`src/rtl/round_key_add.sv`:
```
// AddRoundKey stage with on-the-fly AES-128 key expansion: XORs each accepted state with
// the current round key and advances the key schedule by one round per accept.

module aes_sbox (
    input  logic [7:0] i_byte,
    output logic [7:0] o_byte
);
    function automatic logic [7:0] gf_mul(input logic [7:0] a, input logic [7:0] b);
        logic [7:0] p;
        logic [7:0] aa;
        logic [7:0] bb;
        p  = '0;
        aa = a;
        bb = b;
        for (int unsigned i = 0; i < 8; i++) begin
            if (bb[0]) p = p ^ aa;
            aa = {aa[6:0], 1'b0} ^ (aa[7] ? 8'h1b : 8'h00);
            bb = bb >> 1;
        end
        return p;
    endfunction

    // Multiplicative inverse as x^254 (maps 0 to 0), followed by the AES affine transform.
    function automatic logic [7:0] sbox_f(input logic [7:0] x);
        logic [7:0] p;
        logic [7:0] r;
        p = gf_mul(x, x);
        r = p;
        for (int unsigned k = 1; k < 7; k++) begin
            p = gf_mul(p, p);
            r = gf_mul(r, p);
        end
        return r ^ {r[6:0], r[7]} ^ {r[5:0], r[7:6]} ^ {r[4:0], r[7:5]} ^ {r[3:0], r[7:4]} ^ 8'h63;
    endfunction

    assign o_byte = sbox_f(i_byte);
endmodule

module round_key_add #(
    parameter int unsigned BLOCK_LENGTH = 128,
    parameter int unsigned WORD_SIZE    = 32,
    parameter int unsigned NUM_ROUNDS   = 10
) (
    input  logic                    clk,
    input  logic                    rst,
    input  logic                    key_load,
    input  logic [BLOCK_LENGTH-1:0] cipher_key,
    input  logic                    in_valid,
    output logic                    in_ready,
    input  logic [BLOCK_LENGTH-1:0] state_in,
    output logic                    out_valid,
    input  logic                    out_ready,
    output logic [BLOCK_LENGTH-1:0] out_state,
    output logic [3:0]              out_round,
    output logic                    out_last
);
    typedef enum logic [1:0] {S_NOKEY, S_IDLE, S_RUN} state_t;

    state_t                  r_state;
    state_t                  w_state_next;
    logic [BLOCK_LENGTH-1:0] r_key_store;
    logic [BLOCK_LENGTH-1:0] r_rkey;
    logic [3:0]              r_round_cnt;
    logic [7:0]              r_rcon;
    logic                    r_out_valid;
    logic [BLOCK_LENGTH-1:0] r_out_state;
    logic [3:0]              r_out_round;
    logic                    r_out_last;

    logic                    w_in_ready;
    logic                    w_accept;
    logic                    w_last;
    logic                    w_key_load_ok;
    logic [WORD_SIZE-1:0]    w_w0, w_w1, w_w2, w_w3;
    logic [WORD_SIZE-1:0]    w_rot, w_sub;
    logic [WORD_SIZE-1:0]    w_n0, w_n1, w_n2, w_n3;
    logic [BLOCK_LENGTH-1:0] w_next_key;
    logic [7:0]              w_rcon_next;

    assign w_w0 = r_rkey[BLOCK_LENGTH-1 -: WORD_SIZE];
    assign w_w1 = r_rkey[BLOCK_LENGTH-1-WORD_SIZE -: WORD_SIZE];
    assign w_w2 = r_rkey[BLOCK_LENGTH-1-2*WORD_SIZE -: WORD_SIZE];
    assign w_w3 = r_rkey[WORD_SIZE-1:0];
    assign w_rot = {w_w3[WORD_SIZE-9:0], w_w3[WORD_SIZE-1 -: 8]};

    for (genvar g = 0; g < WORD_SIZE / 8; g++) begin : g_sbox
        aes_sbox u_sbox (
            .i_byte (w_rot[8*g +: 8]),
            .o_byte (w_sub[8*g +: 8])
        );
    end

    assign w_n0        = w_w0 ^ w_sub ^ {r_rcon, {(WORD_SIZE-8){1'b0}}};
    assign w_n1        = w_w1 ^ w_n0;
    assign w_n2        = w_w2 ^ w_n1;
    assign w_n3        = w_w3 ^ w_n2;
    assign w_next_key  = {w_n0, w_n1, w_n2, w_n3};
    assign w_rcon_next = {r_rcon[6:0], 1'b0} ^ (r_rcon[7] ? 8'h1b : 8'h00);

    always_ff @(posedge clk) begin
        if (rst) r_state <= S_NOKEY;
        else     r_state <= w_state_next;
    end

    always_comb begin
        w_state_next  = r_state;
        w_in_ready    = (r_state != S_NOKEY) && !key_load && (!r_out_valid || out_ready);
        w_accept      = in_valid && w_in_ready;
        w_last        = (r_round_cnt == 4'(NUM_ROUNDS));
        w_key_load_ok = key_load && (r_state != S_RUN);
        case (r_state)
            S_NOKEY: if (key_load) w_state_next = S_IDLE;
            S_IDLE:  if (w_accept) w_state_next = w_last ? S_IDLE : S_RUN;
            S_RUN:   if (w_accept && w_last) w_state_next = S_IDLE;
            default: w_state_next = S_NOKEY;
        endcase
    end

    always_ff @(posedge clk) begin
        if (rst) begin
            r_key_store <= '0;
            r_rkey      <= '0;
            r_round_cnt <= '0;
            r_rcon      <= 8'h01;
            r_out_valid <= 1'b0;
            r_out_state <= '0;
            r_out_round <= '0;
            r_out_last  <= 1'b0;
        end else begin
            if (w_accept) begin
                r_out_valid <= 1'b1;
                r_out_state <= state_in ^ r_rkey;
                r_out_round <= r_round_cnt;
                r_out_last  <= w_last;
            end else if (out_ready) begin
                r_out_valid <= 1'b0;
            end
            // key_load never coincides with an accept because it forces in_ready low.
            if (w_key_load_ok) begin
                r_key_store <= cipher_key;
                r_rkey      <= cipher_key;
                r_round_cnt <= '0;
                r_rcon      <= 8'h01;
            end else if (w_accept) begin
                if (w_last) begin
                    r_rkey      <= r_key_store;
                    r_round_cnt <= '0;
                    r_rcon      <= 8'h01;
                end else begin
                    r_rkey      <= w_next_key;
                    r_round_cnt <= r_round_cnt + 4'd1;
                    r_rcon      <= w_rcon_next;
                end
            end
        end
    end

    assign in_ready  = w_in_ready;
    assign out_valid = r_out_valid;
    assign out_state = r_out_state;
    assign out_round = r_out_round;
    assign out_last  = r_out_last;
endmodule

```
`config.mk`:
```
export PLATFORM = sky130hd
export DESIGN_NAME = round_key_add
export DESIGN_NICKNAME = d
export VERILOG_FILES = /design/src/rtl/round_key_add.sv
export SDC_FILE = /design/constraint.sdc
export NUM_CORES = 2
export LEC_CHECK = 0
export BUFFER_PORTS_ARGS = -buffer_cell sky130_fd_sc_hd__buf_4
export CAP_MARGIN = 20
export CORE_ASPECT_RATIO = 1.4
export CORE_MARGIN = 3
export CORE_UTILIZATION = 55
export CTS_CLUSTER_DIAMETER = 100
export DETAILED_ROUTE_END_ITERATION = 7
export PLACE_DENSITY = 0.73
export SLEW_MARGIN = 40
export SYNTH_ARGS = -nofsm -noshare
export SYNTH_HDL_FRONTEND = slang
export SYNTH_SLANG_ARGS = --single-unit
export TNS_END_PERCENT = 30
```
`constraint.sdc`:
```
create_clock -name clk -period 14.5 [get_ports clk]
set_clock_uncertainty 0.1 [all_clocks]
set_input_delay 2.175 -clock clk [delete_from_list [all_inputs] [get_ports clk]]
set_output_delay 2.175 -clock clk [all_outputs]
set_load 0.005 [all_outputs]
```
Word-level counts from Yosys, hierarchy flattened
Cells that the tools add are included.
{ "word_totals": {"reg_bits": 404, "in_bits": 261, "output_inout_bits": 135, "word_cells": 1523} }
{ "classes": {"n_addsub": 1, "n_eq_ne": 7, "n_mux": 765, "n_bitwise": 727, "reduce_logical": 14} }
{ "op_table": {"columns": ["op", "n"], "rows": [
  ["XOR 8 bit", 716],
  ["2-to-1 mux 8 bit", 417],
  ["2-to-1 mux 5 bit", 337],
  ["2-to-1 mux 128 bit", 3],
  ["XOR 32 bit", 5],
  ["XOR 128 bit", 1],
  ["inverter 4 bit", 4],
  ["2-to-1 mux 2 bit", 4],
  ["inequality test 2 bit, second input constant", 4],
  ["XOR 8 x 5 -> 8 bit", 1],
  ["one-hot mux 2 bit (3 select lines)", 1],
  ["nonzero test 2 bit", 3],
  ["logical AND 1 bit", 5],
  ["adder 4 x 1 -> 4 bit, second input constant", 1],
  ["equality test 4 bit, second input constant", 1],
  ["2-to-1 mux 4 bit", 1],
  ["AND reduction 3 bit", 1],
  ["equality test 2 x 1 -> 1 bit, second input constant", 1],
  ["equality test 2 bit, second input constant", 1],
  ["zero test 1 bit", 2],
  ["zero test 2 bit", 1],
  ["2-to-1 mux 1 bit", 2],
  ["OR reduction 2 bit", 1],
  ["logical OR 1 bit", 1]
]} }

Logic depth before layout (Yosys ltp)
{ "depth": {"ltp_word": 140, "ltp_mapped": 68, "mapped_depth_nobuf": 55} }

Hierarchy
Synthesis repeated with hierarchy kept, for this count alone.
{ "hier_totals": {"hier_cells": 10228, "hier_area_um2": 78612.9} }
{ "by_module_without_submodules": {"columns": ["mod", "n_inst", "cells_per_inst", "area_per_inst_um2", "seq_area_each_um2"], "rows": [
  ["aes_sbox (g_sbox[1].u_sbox ...)", 3, 2049, 15315.9, 0.0],
  ["round_key_add", 1, 2132, 18268.8, 8087.8],
  ["aes_sbox (g_sbox[0].u_sbox)", 1, 1949, 14396.3, 0.0]
]} }

Worst setup path after synthesis
OpenSTA, ideal clock, no wires.
{ "synth_timing": {"path_kind": "reg-to-reg", "start": "reg r_rkey[16]", "end": "reg r_rkey[124]", "setup_ns": 0.132, "arrival_ns": 15.195, "t_required_ns": 14.268, "setup_slack_ns": -0.927, "stages_incl_launch_ff": 58, "n_path_buf": 7, "period_less_slack_ns": 15.427, "cell_sequence": "dfxtp_1 -> ha_1 -> buf_2 -> nand2_1 -> xnor2_2 -> inv_1 -> buf_2 -> ha_1 -> buf_1 -> nand3_1 -> a21oi_1 -> nor3_1 -> or4_1 -> nand4_1 -> buf_2 -> ha_1 -> clkbuf_1 -> xnor2_1 -> (+22 left out) -> xnor3_1 -> xnor3_1 -> o311a_1 -> o21ai_1 -> xnor3_1 -> xnor3_1 -> xor2_1 -> xnor2_2 -> xor2_1 -> nand2_1 -> xnor2_1 -> xnor3_1 -> xor3_1 -> xor3_1 -> xnor3_1 -> mux2_2 -> nand2_1 -> a31oi_1"} }
{ "synth_via": {"elab_chain_len": 133, "elab_cells_between_ends": 365, "classes_between": "mux: 184; bitwise: 181"} }
{ "synth_rtl": {"columns": ["item", "line", "source"], "rows": [
  ["start: declaration", "62", "logic [BLOCK_LENGTH-1:0] r_rkey;"],
  ["start signal: assignment", "141", "r_rkey <= cipher_key;"],
  ["start signal: assignment", "146", "r_rkey <= r_key_store;"],
  ["start signal: assignment", "150", "r_rkey <= w_next_key;"],
  ["2-to-1 mux 8 bit", "16", "if (bb[0]) p = p ^ aa;"],
  ["XOR 8 bit", "16", null],
  ["2-to-1 mux 8 bit", "16", null],
  ["XOR 8 bit", "16", null],
  ["2-to-1 mux 8 bit", "16", null],
  ["XOR 8 bit", "16", null],
  ["2-to-1 mux 8 bit", "16", null],
  ["XOR 8 bit", "16", null],
  ["(+114 left out)", null, null],
  ["XOR 8 bit", "16", null],
  ["2-to-1 mux 8 bit (*)", "16", null],
  ["XOR 8 bit (3 in series)", "33", "return r ^ {r[6:0], r[7]} ^ {r[5:0], r[7:6]} ^ {r[4:0], r[7:5]} ^ {r[3:0], r[7:4]} ^ 8'h63;"],
  ["XOR 8 bit (*)", "33", null],
  ["XOR 32 bit (*) (2 in series)", "93", "assign w_n0 = w_w0 ^ w_sub ^ {r_rcon, {(WORD_SIZE-8){1'b0}}};"],
  ["2-to-1 mux 128 bit (*)", "145", "if (w_last) begin"],
  ["2-to-1 mux 128 bit (*)", "144", "end else if (w_accept) begin"],
  ["2-to-1 mux 128 bit (*)", "139", "if (w_key_load_ok) begin"]
]} }
Every way passes the cells marked *; elsewhere a longest branch is shown, timed or not. The select of a mux whose other input is x is not followed.
A chain may end at the register's enable or synchronous reset.

Final worst setup path
{ "layout_timing": {"start": "reg r_rkey[15]", "end": "reg r_rkey[49]"} }
{ "layout_via": {"elab_chain_len": 136, "elab_cells_between_ends": 371, "classes_between": "mux: 187; bitwise: 184"} }
{ "layout_rtl": {"columns": ["item", "line", "source"], "rows": [
  ["2-to-1 mux 5 bit or 2-to-1 mux 8 bit (tied branches)", "17, 16", null],
  ["XOR 8 bit (on tied branches)", "17, 16", null],
  ["XOR 8 bit or 2-to-1 mux 8 bit (tied branches)", "16", null],
  ["2-to-1 mux 8 bit or XOR 8 bit (tied branches)", "16", null],
  ["XOR 8 bit or 2-to-1 mux 8 bit (tied branches)", "16", null],
  ["2-to-1 mux 8 bit or XOR 8 bit (tied branches)", "16", null],
  ["XOR 8 bit or 2-to-1 mux 8 bit (tied branches)", "16", null],
  ["2-to-1 mux 8 bit or XOR 8 bit (tied branches)", "16", null],
  ["(+119 left out)", null, null],
  ["XOR 8 bit (*)", "33", null],
  ["inverter 4 bit (no line) (*)", null, null],
  ["XOR 32 bit (*) (2 in series)", "93", null],
  ["XOR 32 bit (*)", "94", "assign w_n1 = w_w1 ^ w_n0;"],
  ["XOR 32 bit (*)", "95", "assign w_n2 = w_w2 ^ w_n1;"],
  ["2-to-1 mux 128 bit (*)", "145", null],
  ["2-to-1 mux 128 bit (*)", "144", null],
  ["2-to-1 mux 128 bit (*)", "139", null]
]} }
Marked as above.

==> flow_summary.ini <==
[synthesis]
synth_fa_ha_area_share_pct = 0.316
yosysUniqueCellTypes = 114
synth-edff-count = 0
syn_area_per_cell_um2 = 7.75
muxShareOfSynthArea_pct = 3.96
synth-compound-area-share_pct = 18.1
syn_nets = 9972
synth_area_leader_cell = xnor2_1
syn_area_um2 = 75200
ys_seq_area_share_pct = 10.8
synth_top_area_share_pct = 19.0
ys_warn_count = 0
yosys.area_share.simple_pct = 18.7
async_flop_share_pct = 0
synthTopCellsByArea = xnor2_1 19%, xnor3_1 12%, dfxtp_1 11%
synth_cells = 9692
synth-seq-cells = 404
synthXorXnorAreaFrac_pct = 43.9
synth_top_family_by_area = XOR/XNOR gates
ys.flop_type = dfxtp_1

[status]
status = complete, but fails checks
violations = setup timing

[route]
viasPerCell = 6.06
drc = 0
first_pass_iters = 8
routed_wl_mm = 271
vias = 76600
drt-initial-drc-count = 7039
drtAntennaViolNets = 0
routedWlPerCell_um = 21.4

[floorplan]
die_h_um = 443
die_area_um2 = 141000
start_util_pct = 55.7
core.rowCount = 159
core-area_um2 = 135000
ios = 396
die_x_um = 318

[sta]
holdWs_ns = 0.355
final-setup-viol-count = 1
period_needed_ns = 14.52
rsz0062_at_grt = yes
hold_viol_final = 0
tightest_slew_ns = 0.940
fin_crit_sh_pct = 100
setup_slack_ns = -0.0206
slew_violations = 0
relSlewSlack_pct = 37.3
fmax_mhz = 68.9

[global_route]
grt_start_max_net_pins = 180
track_usage_pct = 35.6
grt-ovfl-total = 0
grt_busiest_layer = met2
grt_pass1_wl_mm = 410
antenna_found_initial = 12
met2_usage_pct = 63.6
grt_use_met3_pct = 4.61
met1_usage_pct = 40.9
grt_pass1_vias = 73300

[layout]
final_cell_area_um2 = 94400
layout-drive-gt1-share_pct = 25.5
final_cell_mix = 1703 x buf_4, 1391 x xnor2_1, 1347 x nor2_1, 1192 x nand2_1, 568 x a21oi_1
multi_input_area_um2 = 68300
fin_cells = 12600
nNetsFinal = 11100
final_common_cell = buf_4
seq_area_um2 = 8100
synthToLayoutAreaGrowth_pct = 25.7
fillCellCount = 10900

[place]
place_congestion = 1.00
dp_hpwl_mm = 205
portBuffers = 395
placed_cell_area_um2 = 87500
dp.cells = 12300

[setup_path]
critPathTopFamily = XOR/XNOR gates
worstSetupPathType = flop to flop
setup.worst_path.end_class = flop
start_kind = flop
cp_common_cell = buf_4
max_stage_delay_ns = 0.62
cp_slowest_cell = xor3_4
r2r_setup_slack_ns = -0.02
r2r_start = r_rkey[15]
reg2reg_to = r_rkey[49]
ff2ff_path_depth = 57
crit_buf_inv = 12
crit_path_max_fanout = 10
worstPathRequired_ns = 14.85
worstPathArrival_ns = 14.87

[min_path]
worstHoldEndpoint = r_key_store[108]
hold_class = flop to flop
hold_depth = 2
min-delay-start = r_key_store[108]

[cts]
h-tree-depth = 2
clk_path_buf_depth = 3
path_clk_slew_ns = 0.07
cts_tree = built
cts_buffers = 46
postCtsHoldBufs = 0
clock-sinks = 404
clk_latency_ns = 0.62
cts_root_buffer = clkbuf_16

[flow_run]
maxCapViolations = 0
[sequential cells by signal, summed over array words and instances, names as in the netlist]
| signal | count |
|---|---|
| out_state | 128 |
| r_key_store | 128 |
| out_last | 1 |
| r_rcon | 8 |
| r_state | 2 |
| r_round_cnt | 4 |
| r_rkey | 128 |
| out_round | 4 |
| out_valid | 1 |
[worst reg2reg max path: cells and delay by family, from the launching register on]
| family | cells | cell delay [ns] |
|---|---|---|
| flops | 1 | 0.34 |
| fa+ha+maj | 1 | 0.42 |
| mux | 1 | 0.11 |
| xor+xnor | 29 | 9.43 |
| simple gates | 9 | 0.86 |
| buf+inv | 12 | 2.13 |
| compound gates | 5 | 1.00 |
[kinds of logic after synthesis]
logic type | after synthesis
adder cells (fa/ha/maj) | 19
buffers and inverters | 777
multiplexers | 286
flip-flops | 404
XOR/XNOR | 2760
AO/OA/AOI/OAI | 2124
AND/OR/NAND/NOR | 3322
[timing repair]
item                                    CTS  global route
gates resized for setup                 111           494
cloned                                    1             3
endpoints found under the setup margin   97           126
buffers inserted                         26           198
pin swaps                                32           272
[worst max-delay path by stage]
stage	start	endpoint	depth (start not counted)	slack, ns
after floorplan	r_rkey[14]	r_rkey[52]	55	-0.02
after global placement	r_rkey[6]	r_rkey[9]	53	-0.64
after detailed placement	r_rkey[16]	r_rkey[57]	52	-0.74
after CTS	r_rkey[24]	r_rkey[7]	55	-0.03
after global routing	r_rkey[14]	r_rkey[49]	63	-0.46
final	r_rkey[15]	r_rkey[49]	57	-0.02
[stage by stage]
stage	util (%)	TNS (ns)	setup slack [ns]
global placement	64.7	-20.19	-0.639
CTS	66.7	-0.0284	-0.0284
finish	70.0	-0.0206	-0.0206
detailed placement	64.9	-33.48	-0.738
floorplan	-	-0.0210	-0.0210
global route	70.0	-10.84	-0.461
[area by class of cell]
class	count	area share [%]
Multi-Input combinational cell	8512	72.3
Timing Repair Buffer	1778	14.8
Sequential cell	404	8.58
Tap cell	1771	2.35
Clock buffer	64	1.41
Inverter	80	0.322
Clock inverter	18	0.207
Antenna cell	12	0.0318
[synthesized netlist by cell type (21+ instances only)]
| library cell | instances |
|---|---|
| o211ai_1 | 60 |
| inv_1 | 61 |
| dfxtp_1 | 404 |
| buf_2 | 142 |
| a221oi_1 | 67 |
| nor2_1 | 1367 |
| a21boi_0 | 57 |
| and2_1 | 42 |
| and3_1 | 35 |
| clkbuf_1 | 473 |
| nand3_1 | 163 |
| a211oi_1 | 205 |
| buf_4 | 23 |
| xor2_1 | 451 |
| a22oi_1 | 61 |
| mux2i_1 | 230 |
| xnor2_2 | 101 |
| a32oi_1 | 27 |
| o31ai_1 | 23 |
| a21oi_1 | 586 |
| xor3_1 | 78 |
| o22ai_1 | 153 |
| o21ai_0 | 398 |
| o221ai_1 | 25 |
| xnor3_2 | 26 |
| o21ai_1 | 43 |
| nor3b_1 | 21 |
| nor3_1 | 211 |
| o21a_1 | 26 |
| a31oi_1 | 133 |
| xnor2_1 | 1630 |
| xor2_2 | 26 |
| o32ai_1 | 21 |
| or3_1 | 36 |
| buf_1 | 54 |
| xnor3_1 | 414 |
| a21o_1 | 44 |
| mux2_2 | 44 |
| nor2b_1 | 60 |
| nand2b_1 | 64 |
| nand2_1 | 1198 |
[routing by layer]
metal / vias to the layer above / part of all wire (%)
met5: - / 0.0063
met4: 2 / 6.6
met3: 963 / 6.7
met2: 3426 / 50
met1: 36600 / 37
li1: 35600 / -
Power is left out: the tool's default activity adds up to more than one toggle a clock period on the data nets, which glitch-free logic cannot reach.
